===== config.mk =====
export PLATFORM = sky130hd
export DESIGN_NAME = fetch_stage_flat
export DESIGN_NICKNAME = d
export VERILOG_FILES = /design/src/rtl/core_defs.sv /design/src/rtl/fetch_stage_if.sv /design/src/rtl/if_id_reg.sv /design/src/rtl/fetch_stage.sv /design/src/flat_wrapper.sv
export SDC_FILE = /design/constraint.sdc
export NUM_CORES = 1
export LEC_CHECK = 0
export CAP_MARGIN = 20
export CORE_UTILIZATION = 50
export CTS_CLUSTER_DIAMETER = 200
export DETAILED_ROUTE_END_ITERATION = 16
export PLACE_DENSITY = 0.86
export SYNTH_ARGS = -nofsm -noshare
export SYNTH_HDL_FRONTEND = slang
export SYNTH_SLANG_ARGS = --single-unit

===== constraint.sdc =====
create_clock -name Clk -period 4.4 [get_ports Clk]
set_input_delay 0.66 -clock Clk [delete_from_list [all_inputs] [get_ports Clk]]
set_output_delay 0.66 -clock Clk [all_outputs]
set_load 0.02 [all_outputs]

===== src/rtl/core_defs.sv =====
// -----------------------------------------------------------------------------
// core_defs
//   Definitions shared by the fetch stage, the decode stage and the benches of
//   the multicore MIPS32 core:
//     - fetch FSM state encoding (IDLE/RUN/HALT)
//     - IF/ID register update operations
//     - the bubble instruction word (SLL $0,$0,0)
//     - opcode/funct values used by decode for J, JAL and JR
//     - word_align(): clears the byte-offset bits of an instruction address
// -----------------------------------------------------------------------------
package core_defs;

    typedef enum logic [1:0] {
        ST_IDLE = 2'd0,
        ST_RUN  = 2'd1,
        ST_HALT = 2'd2
    } fetch_state_e;

    // What the IF/ID register does on the next rising edge.
    typedef enum logic [1:0] {
        IFID_HOLD  = 2'd0,
        IFID_FLUSH = 2'd1,
        IFID_LOAD  = 2'd2
    } ifid_op_e;

    localparam logic [31:0] NOP_WORD = 32'h0000_0000;

    localparam logic [5:0] OP_SPECIAL = 6'h00;
    localparam logic [5:0] OP_J       = 6'h02;
    localparam logic [5:0] OP_JAL     = 6'h03;
    localparam logic [5:0] FUNCT_JR   = 6'h08;

    function automatic logic [31:0] word_align(input logic [31:0] addr);
        return {addr[31:2], 2'b00};
    endfunction

endpackage


===== src/rtl/fetch_stage_if.sv =====
// -----------------------------------------------------------------------------
// fetch_stage_if
//   Instruction-memory bus between the fetch stage and the instruction memory.
//   The memory answers combinationally in the same cycle.
//     imem_addr  word-aligned instruction address (driven by fetch)
//     imem_data  instruction word at imem_addr   (driven by memory)
//   Modports: master = fetch stage, slave = instruction memory.
// -----------------------------------------------------------------------------
interface fetch_stage_if;

    logic [31:0] imem_addr;
    logic [31:0] imem_data;

    modport master (output imem_addr, input  imem_data);
    modport slave  (input  imem_addr, output imem_data);

endinterface


===== src/rtl/if_id_reg.sv =====
// -----------------------------------------------------------------------------
// if_id_reg
//   IF/ID pipeline register: latched instruction, its PC+4 and a valid bit.
//   Ports:
//     clk, rst_n   clock and asynchronous active-low reset
//     op           HOLD keeps contents, FLUSH loads a bubble, LOAD captures
//                  instr_in/pc4_in as a valid instruction
//     instr_in     fetched instruction
//     pc4_in       PC+4 of the fetched instruction
//     instr_out    latched instruction (BUBBLE_WORD when not valid)
//     pc4_out      latched PC+4 (0 for a bubble)
//     valid_out    1 = real instruction, 0 = bubble
// -----------------------------------------------------------------------------
module if_id_reg
    import core_defs::*;
#(
    parameter logic [31:0] BUBBLE_WORD = 32'h0000_0000
) (
    input  logic        clk,
    input  logic        rst_n,
    input  ifid_op_e    op,
    input  logic [31:0] instr_in,
    input  logic [31:0] pc4_in,
    output logic [31:0] instr_out,
    output logic [31:0] pc4_out,
    output logic        valid_out
);

    logic [31:0] instr_d, instr_q;
    logic [31:0] pc4_d,   pc4_q;
    logic        valid_d, valid_q;

    always_comb begin
        // NOTE: every variable gets its hold value first so no path leaves it
        // unassigned; that is what keeps this block from inferring latches.
        instr_d = instr_q;
        pc4_d   = pc4_q;
        valid_d = valid_q;
        unique case (op)
            IFID_FLUSH: begin
                instr_d = BUBBLE_WORD;
                pc4_d   = 32'h0000_0000;
                valid_d = 1'b0;
            end
            IFID_LOAD: begin
                instr_d = instr_in;
                pc4_d   = pc4_in;
                valid_d = 1'b1;
            end
            default: ; // IFID_HOLD
        endcase
    end

    // NOTE: state is updated with non-blocking assignments so every flop
    // samples the values that existed before the edge, whatever the order.
    always_ff @(posedge clk or negedge rst_n) begin
        if (!rst_n) begin
            instr_q <= BUBBLE_WORD;
            pc4_q   <= 32'h0000_0000;
            valid_q <= 1'b0;
        end else begin
            instr_q <= instr_d;
            pc4_q   <= pc4_d;
            valid_q <= valid_d;
        end
    end

    assign instr_out = instr_q;
    assign pc4_out   = pc4_q;
    assign valid_out = valid_q;

endmodule


===== src/rtl/fetch_stage.sv =====
// -----------------------------------------------------------------------------
// fetch_stage
//   IF stage plus IF/ID register for one core of the multicore MIPS32.
//   Generates the PC, drives the instruction-memory address, latches the
//   fetched instruction and PC+4 into IF/ID, honours decode stalls and
//   branch/jump/JR redirects, and runs the IDLE/RUN/HALT FSM controlled by the
//   multicore controller.
//
//   Ports:
//     Clk, Rst_n        clock (rising edge), asynchronous active-low reset
//     start             pulse: leave IDLE/HALT and restart at RESET_PC
//     halt_req          level: stop fetching after the current cycle
//     ID_stall          hold PC and IF/ID (redirect is ignored meanwhile)
//     redirect          taken branch/J/JAL/JR resolved in ID this cycle
//     redirect_target   new PC on redirect (bits [1:0] forced to 0)
//     imem              instruction-memory bus (fetch_stage_if.master)
//     IF_ID_instr       latched instruction
//     IF_ID_pc4         latched PC+4 of that instruction
//     IF_ID_valid       1 = real instruction, 0 = bubble
//     running           FSM is in RUN (registered with the state)
//     fetch_count       instructions accepted into IF/ID since last start
//
//   Build option: BRANCH_DELAY_SLOT_EN
//     defined   - on a redirect the instruction at PC (the delay slot) still
//                 enters IF/ID as valid, so there is no bubble
//     undefined - a redirect flushes the wrong-path fetch (one bubble)
// -----------------------------------------------------------------------------
module fetch_stage #(
    parameter logic [31:0] RESET_PC = 32'h0000_0000,
    parameter logic [31:0] NOP_WORD = 32'h0000_0000,
    parameter int          CNT_W    = 32
) (
    input  logic              Clk,
    input  logic              Rst_n,
    input  logic              start,
    input  logic              halt_req,
    input  logic              ID_stall,
    input  logic              redirect,
    input  logic [31:0]       redirect_target,
    fetch_stage_if.master     imem,
    output logic [31:0]       IF_ID_instr,
    output logic [31:0]       IF_ID_pc4,
    output logic              IF_ID_valid,
    output logic              running,
    output logic [CNT_W-1:0]  fetch_count
);

    import core_defs::*;

    localparam logic [CNT_W-1:0] CNT_ONE = {{(CNT_W-1){1'b0}}, 1'b1};

    fetch_state_e      state_d, state_q;
    logic [31:0]       pc_d, pc_q;
    logic [CNT_W-1:0]  cnt_d, cnt_q;
    logic              running_d, running_q;
    logic [31:0]       pc_plus4;
    ifid_op_e          ifid_op;

    // Modulo 2^32, so 32'hFFFF_FFFC wraps to 0.
    assign pc_plus4 = pc_q + 32'd4;

    always_comb begin
        state_d = state_q;
        pc_d    = pc_q;
        cnt_d   = cnt_q;
        // Outside a fetch the register idles on bubbles; a decode stall
        // always freezes it so the instruction waiting in ID is not lost.
        ifid_op = ID_stall ? IFID_HOLD : IFID_FLUSH;

        unique case (state_q)
            ST_RUN: begin
                // The edge that enters HALT still performs a normal update.
                if (halt_req) begin
                    state_d = ST_HALT;
                end
                // While stalled, the branch operands are not ready, so a
                // redirect seen now is not trustworthy and is dropped.
                if (!ID_stall) begin
                    if (redirect) begin
                        pc_d = word_align(redirect_target);
`ifdef BRANCH_DELAY_SLOT_EN
                        ifid_op = IFID_LOAD;
                        cnt_d   = cnt_q + CNT_ONE;
`else
                        ifid_op = IFID_FLUSH;
`endif
                    end else begin
                        pc_d    = pc_plus4;
                        ifid_op = IFID_LOAD;
                        cnt_d   = cnt_q + CNT_ONE;
                    end
                end
            end
            default: begin
                // IDLE, HALT (and the unused encoding): wait for start. start
                // outranks a simultaneous halt_req.
                if (start) begin
                    state_d = ST_RUN;
                    pc_d    = word_align(RESET_PC);
                    cnt_d   = '0;
                end
            end
        endcase

        running_d = (state_d == ST_RUN);
    end

    always_ff @(posedge Clk or negedge Rst_n) begin
        if (!Rst_n) begin
            state_q   <= ST_IDLE;
            pc_q      <= word_align(RESET_PC);
            cnt_q     <= '0;
            running_q <= 1'b0;
        end else begin
            state_q   <= state_d;
            pc_q      <= pc_d;
            cnt_q     <= cnt_d;
            running_q <= running_d;
        end
    end

    if_id_reg #(
        .BUBBLE_WORD (NOP_WORD)
    ) u_if_id_reg (
        .clk       (Clk),
        .rst_n     (Rst_n),
        .op        (ifid_op),
        .instr_in  (imem.imem_data),
        .pc4_in    (pc_plus4),
        .instr_out (IF_ID_instr),
        .pc4_out   (IF_ID_pc4),
        .valid_out (IF_ID_valid)
    );

    assign imem.imem_addr = word_align(pc_q);
    assign running        = running_q;
    assign fetch_count    = cnt_q;

endmodule

===== src/flat_wrapper.sv =====
// flat-port wrapper written by rule: the top's interface ports become plain ports
module fetch_stage_flat import core_defs::*;
#(
    parameter logic [31:0] RESET_PC = 32'h0000_0000,
    parameter logic [31:0] NOP_WORD = 32'h0000_0000,
    parameter int          CNT_W    = 32
)
  (Clk, Rst_n, start, halt_req, ID_stall, redirect, redirect_target, IF_ID_instr, IF_ID_pc4, IF_ID_valid, running, fetch_count, imem_imem_addr, imem_imem_data);
  fetch_stage_if imem_i ();
  input  logic Clk;
  input  logic Rst_n;
  input  logic start;
  input  logic halt_req;
  input  logic ID_stall;
  input  logic redirect;
  input  logic [31:0] redirect_target;
  output logic [31:0] IF_ID_instr;
  output logic [31:0] IF_ID_pc4;
  output logic IF_ID_valid;
  output logic running;
  output logic [CNT_W-1:0] fetch_count;
  output wire logic [$bits(imem_i.imem_addr)-1:0] imem_imem_addr;
  input wire logic [$bits(imem_i.imem_data)-1:0] imem_imem_data;
  assign imem_imem_addr = imem_i.imem_addr;
  assign imem_i.imem_data = imem_imem_data;
  fetch_stage #(.RESET_PC(RESET_PC), .NOP_WORD(NOP_WORD), .CNT_W(CNT_W)) u_core (.Clk(Clk), .Rst_n(Rst_n), .start(start), .halt_req(halt_req), .ID_stall(ID_stall), .redirect(redirect), .redirect_target(redirect_target), .imem(imem_i), .IF_ID_instr(IF_ID_instr), .IF_ID_pc4(IF_ID_pc4), .IF_ID_valid(IF_ID_valid), .running(running), .fetch_count(fetch_count));
endmodule

== Word level (Yosys, flattened, before mapping) ==
Cells that the tools add are included.

* Eq/ne operators: 6
* Add/sub/neg operators: 2
* Reduce and logical (&&, ||, !) cells: 4
* Muxes and demuxes: 17

{| class="wikitable"
|+ Operators by type and width
! operator !! count
|-
| $mux W32 || 7
|-
| $pmux W32 S2 || 2
|-
| $add A32 B1 Y32 const B || 1
|-
| $add A32 B3 Y32 const B || 1
|-
| $mux W2 || 6
|-
| $eq A2 B1 Y1 const B || 3
|-
| $ne A2 B2 Y1 const B || 2
|-
| $reduce_bool A2 Y1 || 2
|-
| $reduce_and A3 Y1 || 1
|-
| $eq A2 B2 Y1 const B || 1
|-
| $pmux W1 S2 || 1
|-
| $reduce_and A2 Y1 || 1
|-
| $mux W1 || 1
|}

* Flip-flop bits (word level): 132
* Output and inout bits: 130
* Bits of input ports: 70

== Longest topological paths before layout ==
Gate-level depths: netlist of the first run.

* Word-level depth: 5
* Depth in mapped cells: 10

== Hierarchy ==
Synthesis of the first run repeated with hierarchy kept, for this count alone.

* Cell total of the unflattened synthesis: 738
* Area total of the unflattened synthesis: 6,587.6 µm²

{| class="wikitable"
|+ By module, submodules not included
! module !! times used !! cells each !! area an instance (µm²)
|-
| fetch_stage || 1 || 456 || 3,956.3
|-
| if_id_reg || 1 || 282 || 2,631.3
|}

== Worst setup path before layout of the first run ==
Ideal clock, no wire load.

* Path kind: input to register
* Start point: input redirect
* End point: register u_core.u_if_id_reg.pc4_q[2], in the netlist u_core.u_if_id_reg.pc4_out[2]
* Stages: 10
* Setup slack: 1,594 ps
* Data arrival time: 2,710 ps
* Data required time: 4,304 ps
* Cells stage by stage: clkbuf_1 > inv_1 > nand2_1 > clkinv_1 > ha_1 > clkbuf_1 > clkbuf_1 > clkbuf_1 > nand2_1 > o31ai_1

* Cells in the longest elaborated chain, start to end: 5
* Elaborated cells between the ends (all ways): 7
* Classes of those cells: 2 x eq/ne; 4 x mux; 1 x reduce/logical

{| class="wikitable"
|+ Ends and longest elaborated chain
! element !! RTL line !! RTL
|-
| from (decl) || flat_wrapper.sv:15 || <nowiki>input logic redirect;</nowiki>
|-
| $mux W2 * || fetch_stage.sv:79 || <nowiki>if (redirect) begin</nowiki>
|-
| $mux W2 * || fetch_stage.sv:78 || <nowiki>if (!ID_stall) begin</nowiki>
|-
| $mux W2 * || fetch_stage.sv:70 || <nowiki>unique case (state_q)</nowiki>
|-
| $eq A2 B2 Y1 or $eq A2 B1 Y1 (tied branches) || if_id_reg.sv:39 || <nowiki>unique case (op)</nowiki>
|-
| $pmux W32 S2 or $reduce_bool A2 Y1 (tied branches) || -- ||
|-
| to (signal assigned) || if_id_reg.sv:63 || <nowiki>pc4_q <= pc4_d;</nowiki>
|-
| to (decl) || if_id_reg.sv:30 || <nowiki>logic [31:0] pc4_d, pc4_q;</nowiki>
|}

Mark *: on every way between the ends. The rest lies on a longest branch, timed or not.
A chain may end at the register's enable or synchronous reset.

== Final worst setup path of the first run ==
* Start point: input ID_stall
* End point: register u_core.u_if_id_reg.pc4_q[8], in the netlist u_core.u_if_id_reg.pc4_out[8]

* Cells in the longest elaborated chain, start to end: 5
* Elaborated cells between the ends (all ways): 7
* Classes of those cells: 2 x eq/ne; 4 x mux; 1 x reduce/logical

{| class="wikitable"
|+ Ends and longest elaborated chain
! element !! RTL line !! RTL
|-
| from (decl) || flat_wrapper.sv:14 || <nowiki>input logic ID_stall;</nowiki>
|-
| $mux W1 || fetch_stage.sv:68 || <nowiki>ifid_op = ID_stall ? IFID_HOLD : IFID_FLUSH;</nowiki>
|-
| $mux W2 || fetch_stage.sv:78 ||
|-
| $mux W2 * || fetch_stage.sv:70 ||
|-
| $eq A2 B2 Y1 or $eq A2 B1 Y1 (tied branches) || if_id_reg.sv:39 ||
|-
| $pmux W32 S2 or $reduce_bool A2 Y1 (tied branches) || -- ||
|}

Marked as above.

==> results of run 1 <==
[synth_stat cells (2+ instances only)]
cell / count
o31ai_1: 11
a22o_1: 6
nand2_1: 141
o21a_1: 2
buf_1: 6
a31oi_1: 4
xor2_1: 29
ha_1: 3
a21oi_1: 9
clkinv_1: 2
and2_1: 4
nand4_1: 18
nand3_1: 21
nor4bb_1: 2
dfrtp_1: 128
and3b_1: 2
a32oi_1: 12
buf_4: 4
nand2b_1: 4
nor3_1: 14
o21ai_0: 91
a21boi_0: 3
o311ai_0: 2
inv_1: 9
nor2_1: 40
clkbuf_1: 32
nor4_1: 13
and4_1: 8
xnor2_1: 21
or3_1: 7
and3_1: 9
mux2i_1: 5
[area by class of cell]
cell class              instances  area [µm²]  area share, %
repair buffers                201        2000           22.4
well taps                     168         210           2.35
inverters                      11        41.3          0.462
flip-flops and latches        128        3200           35.8
multi-input cells             501        2830           31.7
clock inverters                15         230           2.57
clock buffers                  17         425           4.76
[routing by layer]
layer / vias up / global-route usage, % / wire [µm] / part of all wire, %
li1: 2737 / - / - / -
met1: 2834 / 39.1 / 7340 / 39
met2: 371 / 48.5 / 8950 / 47
met3: 51 / 7.17 / 1880 / 10
met4: 0 / 15.4 / 691 / 3.7
met5: - / 0 / 0 / 0
[metrics by stage]
step	hold slack [ns]	power, mW	worst slack [ns]
after floorplan	0.364	2.26	1.59
after global placement	0.464	2.89	0.868
after detailed placement	0.473	2.93	0.698
after CTS	0.318	4.51	1.13
after global routing	0.346	4.71	0.854
final	0.294	4.52	1.11
[state kept, by name, summed over array words and instances, names as in the netlist]
signal,flops
u_core.u_if_id_reg.pc4_out,30
u_core.running,1
u_core.u_if_id_reg.instr_out,32
u_core.pc_q,30
u_core.u_if_id_reg.valid_out,1
u_core.state_q,2
u_core.fetch_count,32
[cell families after synthesis]
kind of cell,count (synthesis),synth area share [%]
AOI/OAI and AO/OA,145,13.8
xor gates and xnor gates,50,7.02
adders and majority gates,3,0.602
buffers and inverters,55,3.69
DFF,128,51.4
muxes,5,0.802
other,1,0.0601
and+or+nand+nor,294,22.6
[power by group through the flow]
stage	Combinational, mW	Clock [mW]	Sequential, mW
after floorplan	0.493	0	1.77
after global placement	1.28	0	1.61
after detailed placement	1.31	0	1.62
after CTS	1.33	1.58	1.61
after global routing	1.42	1.63	1.65
final	1.33	1.57	1.62
[worst max-delay path by stage]
stage,startpoint,endpoint,cells past startpoint
floorplan,redirect,u_core.u_if_id_reg.pc4_out[2],10
global placement,ID_stall,u_core.u_if_id_reg.pc4_out[7],8
detailed placement,ID_stall,u_core.u_if_id_reg.pc4_out[8],8
CTS,ID_stall,u_core.u_if_id_reg.pc4_out[8],8
global route,ID_stall,u_core.u_if_id_reg.pc4_out[11],8
finish,ID_stall,u_core.u_if_id_reg.pc4_out[8],8
[critical path: cells and delay by family]
family	cells	cell delay [ns]
AOI/OAI and AO/OA	1	0.21
buffers and inverters	3	1.06
and+or+nand+nor	3	0.81
adders and majority gates	1	0.80
==> results by group, run 1 <==
Detailed routing
  – Vias: 5993
  – TritonRoute pass-1 iters: 5
  – Routed len/inst: 18.1 µm
  – # DRC: 0
  – DR vias/cell: 5.76
  – Detailed Route WL: 18900 µm
  – Antenna viol nets, final: 0
  – DRT iter0 DRCs: 607

Worst setup path
  – Crit Reg-Reg Startpoint: u_core.state_q[0]
  – Element type at the critical path end: flip-flop
  – Largest stage delay, worst path: 0.80 ns
  – CP max FO: 77
  – Worst Path Required: 4.66 ns
  – Slowest cell on crit path: ha_4
  – Path type of the worst setup path: input port to flip-flop
  – Cell count of the worst reg-to-reg path: 7
  – Startpoint Class: input port
  – Worst-path cell chain: clkdlybuf4s50_1 > nor3b_2 > buf_4 > nand2_1 > clkinv_1 > ha_4 > nand2b_1 > o21ai_0
  – Worst Path Arrival: 3.56 ns
  – R2R Setup Slk: 1.39 ns
  – Reg2reg end: u_core.u_if_id_reg.pc4_out[8]

Global route
  – First-pass GRT wire length: 30200 µm
  – Largest net degree at the start of global routing: 78
  – Initial antenna violation count: 0
  – GRT overflow: 0
  – Overall routing resource usage: 30.5%
  – Vias in the first global route: 5827

STA
  – Setup TNS: 0 ns
  – Final hold viol count: 0
  – Final min period: 3.29 ns
  – Max Slew Vio Count: 0
  – Setup repair after global routing missed its margin: no
  – Worst-Margin Slew: 0.749 ns
  – Fin crit share: 74.9%
  – Clock skew: 0.00563 ns
  – Final setup fails: 0
  – Max_slew headroom: 50.0%
  – Achievable Freq: 304 MHz

Floorplan
  – Num rows: 40
  – Initial Utilization: 51.7%
  – CORE AREA: 0.0121 mm²
  – # IOs: 200
  – Width of the die: 114 µm
  – Die area: 0.0129 mm²
  – Chip height: 114 µm

Power and ir drop
  – NetSw: 1.61 mW
  – Clock Power Share: 34.7%
  – Net Sw Frac: 35.5%
  – Sequential Power Share: 35.9%
  – Power density over the cells: 505 mW/mm²
  – Combinational share of power: 29.4%
  – Worst vdd ir: 0.336 mV
  – Internal power: 2.92 mW
  – Leakage Power: 3.61 nW

Clock tree
  – Setup Fix Bufs, Post-CTS: 0
  – Post-CTS Hold Buffers: 0
  – Clk_lat worst skew: 0.41 ns
  – Reg clk slew, reported paths: 0.06 ns
  – Number of H-tree levels: 4
  – Sink Count: 128
  – Root Driver: clkbuf_16
  – CTS tree: built
  – Clock buffer depth: 2
  – CTS Buf Count: 17
  – CTS resizes: 0

Synthesis
  – Synth warnings: 0
  – Number of synthesized flops with an enable pin: 0
  – Post-synthesis average cell area: 9.16 µm²
  – Leading post-synthesis cells by cell area: dfrtp_1 (51%), nand2_1 (8.5%), o21ai_0 (7.3%), xor2_1 (4.1%), xnor2_1 (2.9%)
  – Yosys top cell by area: dfrtp_1
  – Cell area after synthesis: 0.00624 mm²
  – Mapped Cells: 681
  – Post-synthesis sequential area ratio: 51.4%
  – Yosys top cell area share: 51.4%
  – Ys async rst share: 100%
  – Distinct cells, synth: 51
  – Ys flop type: dfrtp_1
  – FF+latch count, synth: 128

Worst hold path
  – Hold WC Path Type: input port to asynchronous set/reset pin

Placed design
  – Post-DP HPWL: 12900 µm
  – Placed cell count: 1009
  – Port Buffer Count: 193
  – RD Place Congestion: 0.917
  – Post-DP Area: 0.00829 mm²

Finish
  – Final Cell Area: 0.00894 mm²
  – Most common cell after layout, fill and taps aside: clkdlybuf4s50_1
  – Final Util: 74.2%
  – Post-route non-filler standard cell count: 1041
  – Nets: 933
  – P&R area growth vs syn: 43.4%
  – Share of layout cells above drive strength 1: 5.73%
  – N_diodes: 0
  – Most frequent cells in the layout: clkdlybuf4s50_1 (192), nand2_1 (141), dfrtp_1 (128)
  – Fillcell total: 821

Status
  – Status: completed

Flow run
  – Max-Cap Viols: 0
Note: power is estimated with default switching activity, not from simulation.
==> run 2: changes to the inputs <==
--- a/config.mk
+++ b/config.mk
@@ -6,10 +6,10 @@
 export NUM_CORES = 1
 export LEC_CHECK = 0
 export CAP_MARGIN = 20
-export CORE_UTILIZATION = 50
+export CORE_UTILIZATION = 47
 export CTS_CLUSTER_DIAMETER = 200
 export DETAILED_ROUTE_END_ITERATION = 16
-export PLACE_DENSITY = 0.86
+export PLACE_DENSITY = 0.81
 export SYNTH_ARGS = -nofsm -noshare
 export SYNTH_HDL_FRONTEND = slang
 export SYNTH_SLANG_ARGS = --single-unit
==> constraint.sdc (replaced) <==
create_clock -name Clk -period 3.2 [get_ports Clk]
set_input_delay 0.48 -clock Clk [delete_from_list [all_inputs] [get_ports Clk]]
set_output_delay 0.48 -clock Clk [all_outputs]
set_load 0.02 [all_outputs]
==> results by group, run 2 (same netlist as run 1, synthesis figures left out) <==
Clock tree
  – CTS Buf Count: 17
  – Number of H-tree levels: 4
  – CTS resizes: 0
  – Setup Fix Bufs, Post-CTS: 0
  – Sink Count: 128
  – Root Driver: clkbuf_16
  – Clk_lat worst skew: 0.42 ns
  – Reg clk slew, reported paths: 0.06 ns
  – Clock buffer depth: 2
  – CTS tree: built
  – Post-CTS Hold Buffers: 0

Finish
  – Post-route non-filler standard cell count: 1050
  – P&R area growth vs syn: 43.6%
  – Nets: 938
  – Final Cell Area: 0.00895 mm²
  – Final Util: 70.1%
  – Most frequent cells in the layout: clkdlybuf4s50_1 (192), nand2_1 (141), dfrtp_1 (128)
  – Share of layout cells above drive strength 1: 6.16%
  – Most common cell after layout, fill and taps aside: clkdlybuf4s50_1

STA
  – Final setup fails: 0
  – Min Hold Slack: 0.0430 ns
  – Setup repair after global routing missed its margin: no
  – Max_slew headroom: 45.2%
  – Clock skew: 0.00857 ns
  – Achievable Freq: 395 MHz
  – Worst-Margin Slew: 0.815 ns
  – Final min period: 2.53 ns
  – Final hold viol count: 0
  – Fin crit share: 79.2%
  – Max Slew Vio Count: 0
  – Setup TNS: 0 ns

Detailed routing
  – Vias: 5876
  – Detailed Route WL: 18300 µm
  – Routed len/inst: 17.4 µm
  – # DRC: 0
  – Antenna viol nets, final: 0
  – DRT iter0 DRCs: 485
  – DR vias/cell: 5.60
  – TritonRoute pass-1 iters: 5

Worst setup path
  – Startpoint Class: flip-flop
  – Path type of the worst setup path: flip-flop to flip-flop
  – Worst Path Arrival: 2.83 ns
  – R2R Setup Slk: 0.67 ns
  – Cell count of the worst reg-to-reg path: 6
  – Slowest cell on crit path: nor4_2
  – Worst-path cell chain: ha_1 > inv_1 > nor4_2 > nand3_1 > and3_1 > or3_1
  – Largest stage delay, worst path: 0.64 ns
  – Worst Path Required: 3.49 ns
  – CP max FO: 8
  – Element type at the critical path end: flip-flop

Floorplan
  – Num rows: 41
  – CORE AREA: 0.0128 mm²
  – Chip height: 117 µm
  – Die area: 0.0137 mm²
  – # IOs: 200
  – Initial Utilization: 48.8%
  – Width of the die: 117 µm

Global route
  – GRT overflow: 0
  – Largest net degree at the start of global routing: 104
  – First-pass GRT wire length: 28300 µm
  – Vias in the first global route: 5620
  – Initial antenna violation count: 1
  – Overall routing resource usage: 27.2%

Placed design
  – Placed cell count: 1018
  – Post-DP Area: 0.00835 mm²
  – RD Place Congestion: 0.838
  – Port Buffer Count: 193
  – Post-DP HPWL: 12900 µm

Power and ir drop
  – Leakage Power: 3.62 nW
  – Power density over the cells: 672 mW/mm²
  – Worst vdd ir: 0.476 mV

Status
  – Status: completed

Worst hold path
  – Hold WC Path Type: input port to asynchronous set/reset pin

Flow run
  – Max-Cap Viols: 0
run 2: cell type report:
type	count	area [µm²]
flip-flops and latches	128	3200
clock inverters	11	138
multi-input cells	501	2830
inverters	11	41.3
clock buffers	20	467
repair buffers	206	2060
fillers	1015	3820
well taps	172	215
diodes	1	2.50
run 2: critical path: cells and delay by family (launching register included):
family                   cells  cell delay [ns]
adder cells (fa/ha/maj)      1             0.28
AND/OR/NAND/NOR              4             1.52
buffers and inverters        1             0.11
flip-flops                   1             0.51
run 2: power breakdown:
part	internal, mW	total, mW	switching (mW)
logic	0.777	1.84	1.06
clock network	1.27	1.97	0.694
registers	1.86	2.22	0.356
total	3.91	6.02	2.11
run 2: worst paths after layout:
| check | endpoint | from |
|---|---|---|
| min reg2reg | u_core.u_if_id_reg.instr_out[28] | u_core.u_if_id_reg.instr_out[28] |
| min in group Clk | u_core.u_if_id_reg.instr_out[28] | u_core.u_if_id_reg.instr_out[28] |
| max reg2reg | u_core.pc_q[30] | u_core.pc_q[2] |
| max | u_core.pc_q[30] | u_core.pc_q[2] |
| min | u_core.u_if_id_reg.pc4_out[5] | Rst_n |
| max in group asynchronous | u_core.u_if_id_reg.instr_out[21] | Rst_n |
run 2: metal layers:
metal	GRT usage, %	routed length, µm	vias to the layer above
li1	-	-	2752
met1	34.7	7700	2817
met2	44.5	8710	277
met3	6.44	1390	30
met4	11.5	447	0
met5	0	0	-
run 2: per-stage QoR:
step | setup slack (ns) | power, mW
after detailed placement | 0.453 | 4.05
after floorplan | 0.574 | 3.11
after global routing | 0.516 | 6.29
after global placement | 0.499 | 3.99
after CTS | 0.708 | 6.03
final | 0.665 | 6.02
==> run 3: changes to the inputs <==
==> constraint.sdc (replaced) <==
create_clock -name Clk -period 2.35 [get_ports Clk]
set_input_delay 0.3525 -clock Clk [delete_from_list [all_inputs] [get_ports Clk]]
set_output_delay 0.3525 -clock Clk [all_outputs]
set_load 0.02 [all_outputs]
==> results by group, run 3 (same netlist as run 1, synthesis figures left out) <==
Status
  – Status: completed

Placed design
  – RD Place Congestion: 0.886
  – Post-DP Area: 0.00854 mm²
  – Port Buffer Count: 193
  – Post-DP HPWL: 12900 µm

Global route
  – Overall routing resource usage: 27.7%
  – GRT overflow: 0
  – Initial antenna violation count: 1
  – First-pass GRT wire length: 28800 µm
  – Vias in the first global route: 5689
  – Largest net degree at the start of global routing: 129

STA
  – Setup repair after global routing missed its margin: no
  – Max_slew headroom: 52.4%
  – Fin crit share: 93.2%
  – Max Slew Vio Count: 0
  – Final min period: 2.19 ns
  – Clock skew: 0.00660 ns
  – Achievable Freq: 457 MHz
  – Final hold viol count: 0
  – Worst-Margin Slew: 0.714 ns
  – Setup TNS: 0 ns
  – Final setup fails: 0

Detailed routing
  – Routed len/inst: 17.3 µm
  – # DRC: 0
  – Vias: 6022
  – Antenna viol nets, final: 0
  – TritonRoute pass-1 iters: 5
  – DR vias/cell: 5.63
  – Detailed Route WL: 18500 µm
  – DRT iter0 DRCs: 544

Clock tree
  – CTS resizes: 0
  – CTS Buf Count: 17
  – Post-CTS Hold Buffers: 0
  – Clk_lat worst skew: 0.41 ns
  – Root Driver: clkbuf_16
  – CTS tree: built
  – Number of H-tree levels: 4
  – Sink Count: 128
  – Clock buffer depth: 2
  – Reg clk slew, reported paths: 0.06 ns
  – Setup Fix Bufs, Post-CTS: 0

Power and ir drop
  – Worst vdd ir: 0.584 mV
  – Power density over the cells: 940 mW/mm²
  – Design Power: 8.67 mW
  – Leakage Power: 3.78 nW

Worst setup path
  – Crit Reg-Reg Startpoint: u_core.pc_q[2]
  – Worst Path Arrival: 2.51 ns
  – Startpoint Class: flip-flop
  – Worst path top cell family by delay: simple AND/OR/NAND/NOR gates
  – Worst Path Required: 2.67 ns
  – Largest stage delay, worst path: 0.73 ns
  – Bufs and invs on worst path: 1
  – Slowest cell on crit path: or4b_2
  – CP max FO: 3
  – Element type at the critical path end: flip-flop
  – Path type of the worst setup path: flip-flop to flip-flop
  – Worst-path cell chain: ha_1 > inv_1 > or4b_2 > nor2_1 > xnor2_1 > o31ai_1
  – Crit. Startpoint: u_core.pc_q[2]

Floorplan
  – Initial Utilization: 48.8%
  – Die area: 0.0137 mm²
  – Num rows: 41
  – Chip height: 117 µm
  – # IOs: 200
  – CORE AREA: 0.0128 mm²
  – Width of the die: 117 µm

Flow run
  – Max-Cap Viols: 0

Finish
  – P&R area growth vs syn: 47.9%
  – Share of layout cells above drive strength 1: 8.26%
  – Most frequent cells in the layout: clkdlybuf4s50_1 (192), nand2_1 (141), dfrtp_1 (128)
  – Nets: 956
  – Most common cell after layout, fill and taps aside: clkdlybuf4s50_1
  – Final Cell Area: 0.00923 mm²

Worst hold path
  – Hold WC Path Type: input port to asynchronous set/reset pin
-- run 3: power breakdown --
group / total (mW) / switching (mW) / internal (mW)
clock network: 2.99 / 0.941 / 2.05
registers: 2.95 / 0.414 / 2.53
logic: 2.73 / 1.55 / 1.18
total: 8.67 / 2.90 / 5.77
-- run 3: worst paths after layout --
check                                                    to  slack (ns)  depth (start not counted)
setup / recovery             u_core.u_if_id_reg.pc4_out[18]        0.16                          6
hold / removal               u_core.u_if_id_reg.pc4_out[11]       0.003                          2
setup reg to reg             u_core.u_if_id_reg.pc4_out[18]        0.16                          6
hold reg to reg            u_core.u_if_id_reg.instr_out[16]        0.48                          2
max in group asynchronous             u_core.fetch_count[0]        1.78                          2
min in group Clk           u_core.u_if_id_reg.instr_out[16]        0.48                          2
-- run 3: worst reg2reg max path, stage by stage, from the launching register on --
cell     delay (ns)
dfrtp_1        0.35
ha_1           0.25
inv_1          0.11
or4b_2         0.73
nor2_1         0.24
xnor2_1        0.19
o31ai_1        0.23
-- run 3: per-layer routing --
| layer | vias up | part of all wire, % | wire length, µm | GRT usage (%) |
|---|---|---|---|---|
| met5 | - | 0 | 0 | 0 |
| met4 | 0 | 3.1 | 575 | 13.1 |
| met3 | 47 | 7.3 | 1350 | 5.92 |
| met2 | 292 | 48 | 8850 | 44.7 |
| met1 | 2899 | 42 | 7750 | 35.5 |
| li1 | 2784 | - | - | - |
-- run 3: layout make-up --
cell class | count | area, µm²
clock buffers | 23 | 508
clock inverters | 9 | 174
inverters | 11 | 42.5
well taps | 172 | 215
multi-input cells | 501 | 2830
repair buffers | 224 | 2250
diodes | 1 | 2.50
fillers | 947 | 3550
flip-flops and latches | 128 | 3200
-- run 3: through the flow --
step                hold WS [ns]  instances  setup slack (ns)  utilization [%]
floorplan                 0.0569        684            0.0483                -
global placement           0.464       1036            0.0993             66.9
detailed placement         0.473       1036            0.0221             66.9
CTS                       0.0777       1068             0.204             72.2
global route              0.0738       1069            0.0681             72.2
finish                   0.00251       1069             0.160             72.2
==> edit (flow settings as in run 3) <==
Build with the macro `BRANCH_DELAY_SLOT_EN` defined.
--- a/src/rtl/fetch_stage.sv
+++ b/src/rtl/fetch_stage.sv
@@ -25,6 +25,8 @@
 //                 enters IF/ID as valid, so there is no bubble
 //     undefined - a redirect flushes the wrong-path fetch (one bubble)
 // -----------------------------------------------------------------------------
+`define BRANCH_DELAY_SLOT_EN
+
 module fetch_stage #(
     parameter logic [31:0] RESET_PC = 32'h0000_0000,
     parameter logic [31:0] NOP_WORD = 32'h0000_0000,
Behaviour: not the same (Yosys sat finds a counterexample within 4 cycles, from zero or initial values and one cycle with Rst_n low).
==> edit against run 3 <==
Clock power down 16%; worst hold slack better by 0.42 ns; total power down 0.29%; routed wire length down 1.9%; final area down 3.0%; critical path type unchanged; synthesized cell count down 7.3%; area after synthesis down 0.64%; maximum frequency up 4.1%; sequential cell count unchanged; sequential power up 6.8%; largest cell class unchanged; clock skew down 0.00082 ns; worst setup slack better by 0.086 ns.
==> edit: results (changes against run 3) <==
layout net count=901 (-5.8%); crit path max fanout=9 (+6); worst skew pair latency=0.42 ns; Critical Path AT=2.39 ns (-0.12 ns); status=complete, no violations; VDD IR max=0.0005414 V (-7.3%); Power Sequential=3.15 mW (+6.8%); CTS root buf=clkbuf_16; Synth Warn #=0 (unchanged); ys async rst share=100.0% (unchanged); CTS Buf Count=17 (unchanged); critical register-to-register path startpoint=u_core.pc_q[4]; detailed placement HPWL=12830 um (-0.71%); Filler cells=964 (+1.8%); Largest stage delay, worst path=0.60 ns (-0.13 ns); sequential share of the synthesized area=51.69% (+0.33 points); worst r2r path cells=4 (-2); Clock H-tree levels=4 (unchanged); Setup Buffers After CTS=0 (unchanged); hold_ws=0.4233 ns (+0.4208 ns); initial antenna violation count=0 (-1); Area after DPL=8372 um^2 (-2.0%); slew margin rel.=59.33% (+6.9 points); drt pass-1 iters=4 (-1); r2r setup slk=0.25 ns (+0.09 ns); clk_skew=0.005778 ns (-0.0008231 ns); Yosys cell types=51 (unchanged); Port Buffers=193 (unchanged); DR WL/cell=17.94 um (+3.5%); met1 Use GR=34.50% (-0.99 points); Synth top cells by count=dfrtp_1 (128), nand2_1 (85), o21ai_0 (81), a22o_1 (35); Via Count=5814 (-3.5%); vias in the first global route=5662 (-0.47%); first-pass GRT wire length=28570 um (-0.84%); Leak Pwr=3.746 nW (-0.94%); 1st-iter DRT viols=533 (-2.0%); met2 usage=45.33% (+0.58 points); layout cells sized above 1=8.799% (+0.54 points); largest net degree at the start of global routing=67 (-48%); WS Path Type=reg -> reg; hold crit path type=in -> async; antenna fix cells=0 (-1); Tot GR Track Use=27.60% (-0.050 points); met3 Use GR=7.312% (+1.4 points); Power Clock=2.51 mW (-16%); Worst path slowest cell=nor4_4; Hold-fix buffers, CTS=1 (+1); Synth area leaders=dfrtp_1 (52%), o21ai_0 (6.5%), nand2_1 (5.1%), a22o_1 (4.9%), xor2_1 (3.4%); CTS clk-pin slew, worst paths=0.06 ns (about the same); Switch Pwr=3.034 mW (+4.6%); Placer Congestion=0.8657 (-2.3%); worst r2r dst=u_core.pc_q[30]
## edit: cell count changes in the layout (fill, tap and decap cells not counted), moves of 8 or more
cell | run 3 | this run
nand2_1 | 141 | 85
nor4_1 | 13 | 1
o31ai_1 | 11 | 1
nor2_1 | 38 | 30
o21ai_0 | 91 | 81
a22o_1 | 6 | 35
a21oi_1 | 9 | 22
a32oi_1 | 12 | 3
a22oi_1 | 0 | 8
## edit: kinds of logic after synthesis
group | count (synthesis) | synth area share [%]
muxes | 8 | 1.292
buffers and inverters | 57 | 3.836
DFF | 128 | 51.69
adders and majority gates | 2 | 0.4037
AOI/OAI and AO/OA | 185 | 19.12
xor gates and xnor gates | 39 | 5.512
and+or+nand+nor | 211 | 18.09
other | 1 | 0.06051
## edit: area by class of cell
class / count / area [um^2] / area share (%)
flip-flops and latches: 128 / 3203 / 35.77
clock inverters: 5 / 52.55 / 0.5868
repair buffers: 221 / 2153 / 24.05
well taps: 172 / 215.2 / 2.403
clock buffers: 26 / 509.2 / 5.687
multi-input cells: 449 / 2776 / 31.00
inverters: 12 / 45.04 / 0.5030
## edit: metrics by stage
stage	total power [mW]	util (%)	setup slack, ns	cells
after detailed placement	6.126	65.80	-0.01179	980
final	8.645	70.39	0.2465	1013
after global placement	6.036	65.80	0.1026	980
after CTS	8.662	70.30	0.1967	1012
after floorplan	4.602	-	0.2253	634
after global routing	9.053	70.39	0.04863	1013
## edit: critical path: cells and delay by family (launching register included)
kind | cells | cell delay (ns)
AOI/OAI and AO/OA | 1 | 0.37
DFF | 1 | 0.51
and+or+nand+nor | 3 | 1.10
## edit: metal layers
layer,vias to the layer above,wire length (um)
met4,0,335
met1,2871,7304
met2,245,9254
met5,-,0
li1,2668,-
met3,30,1279
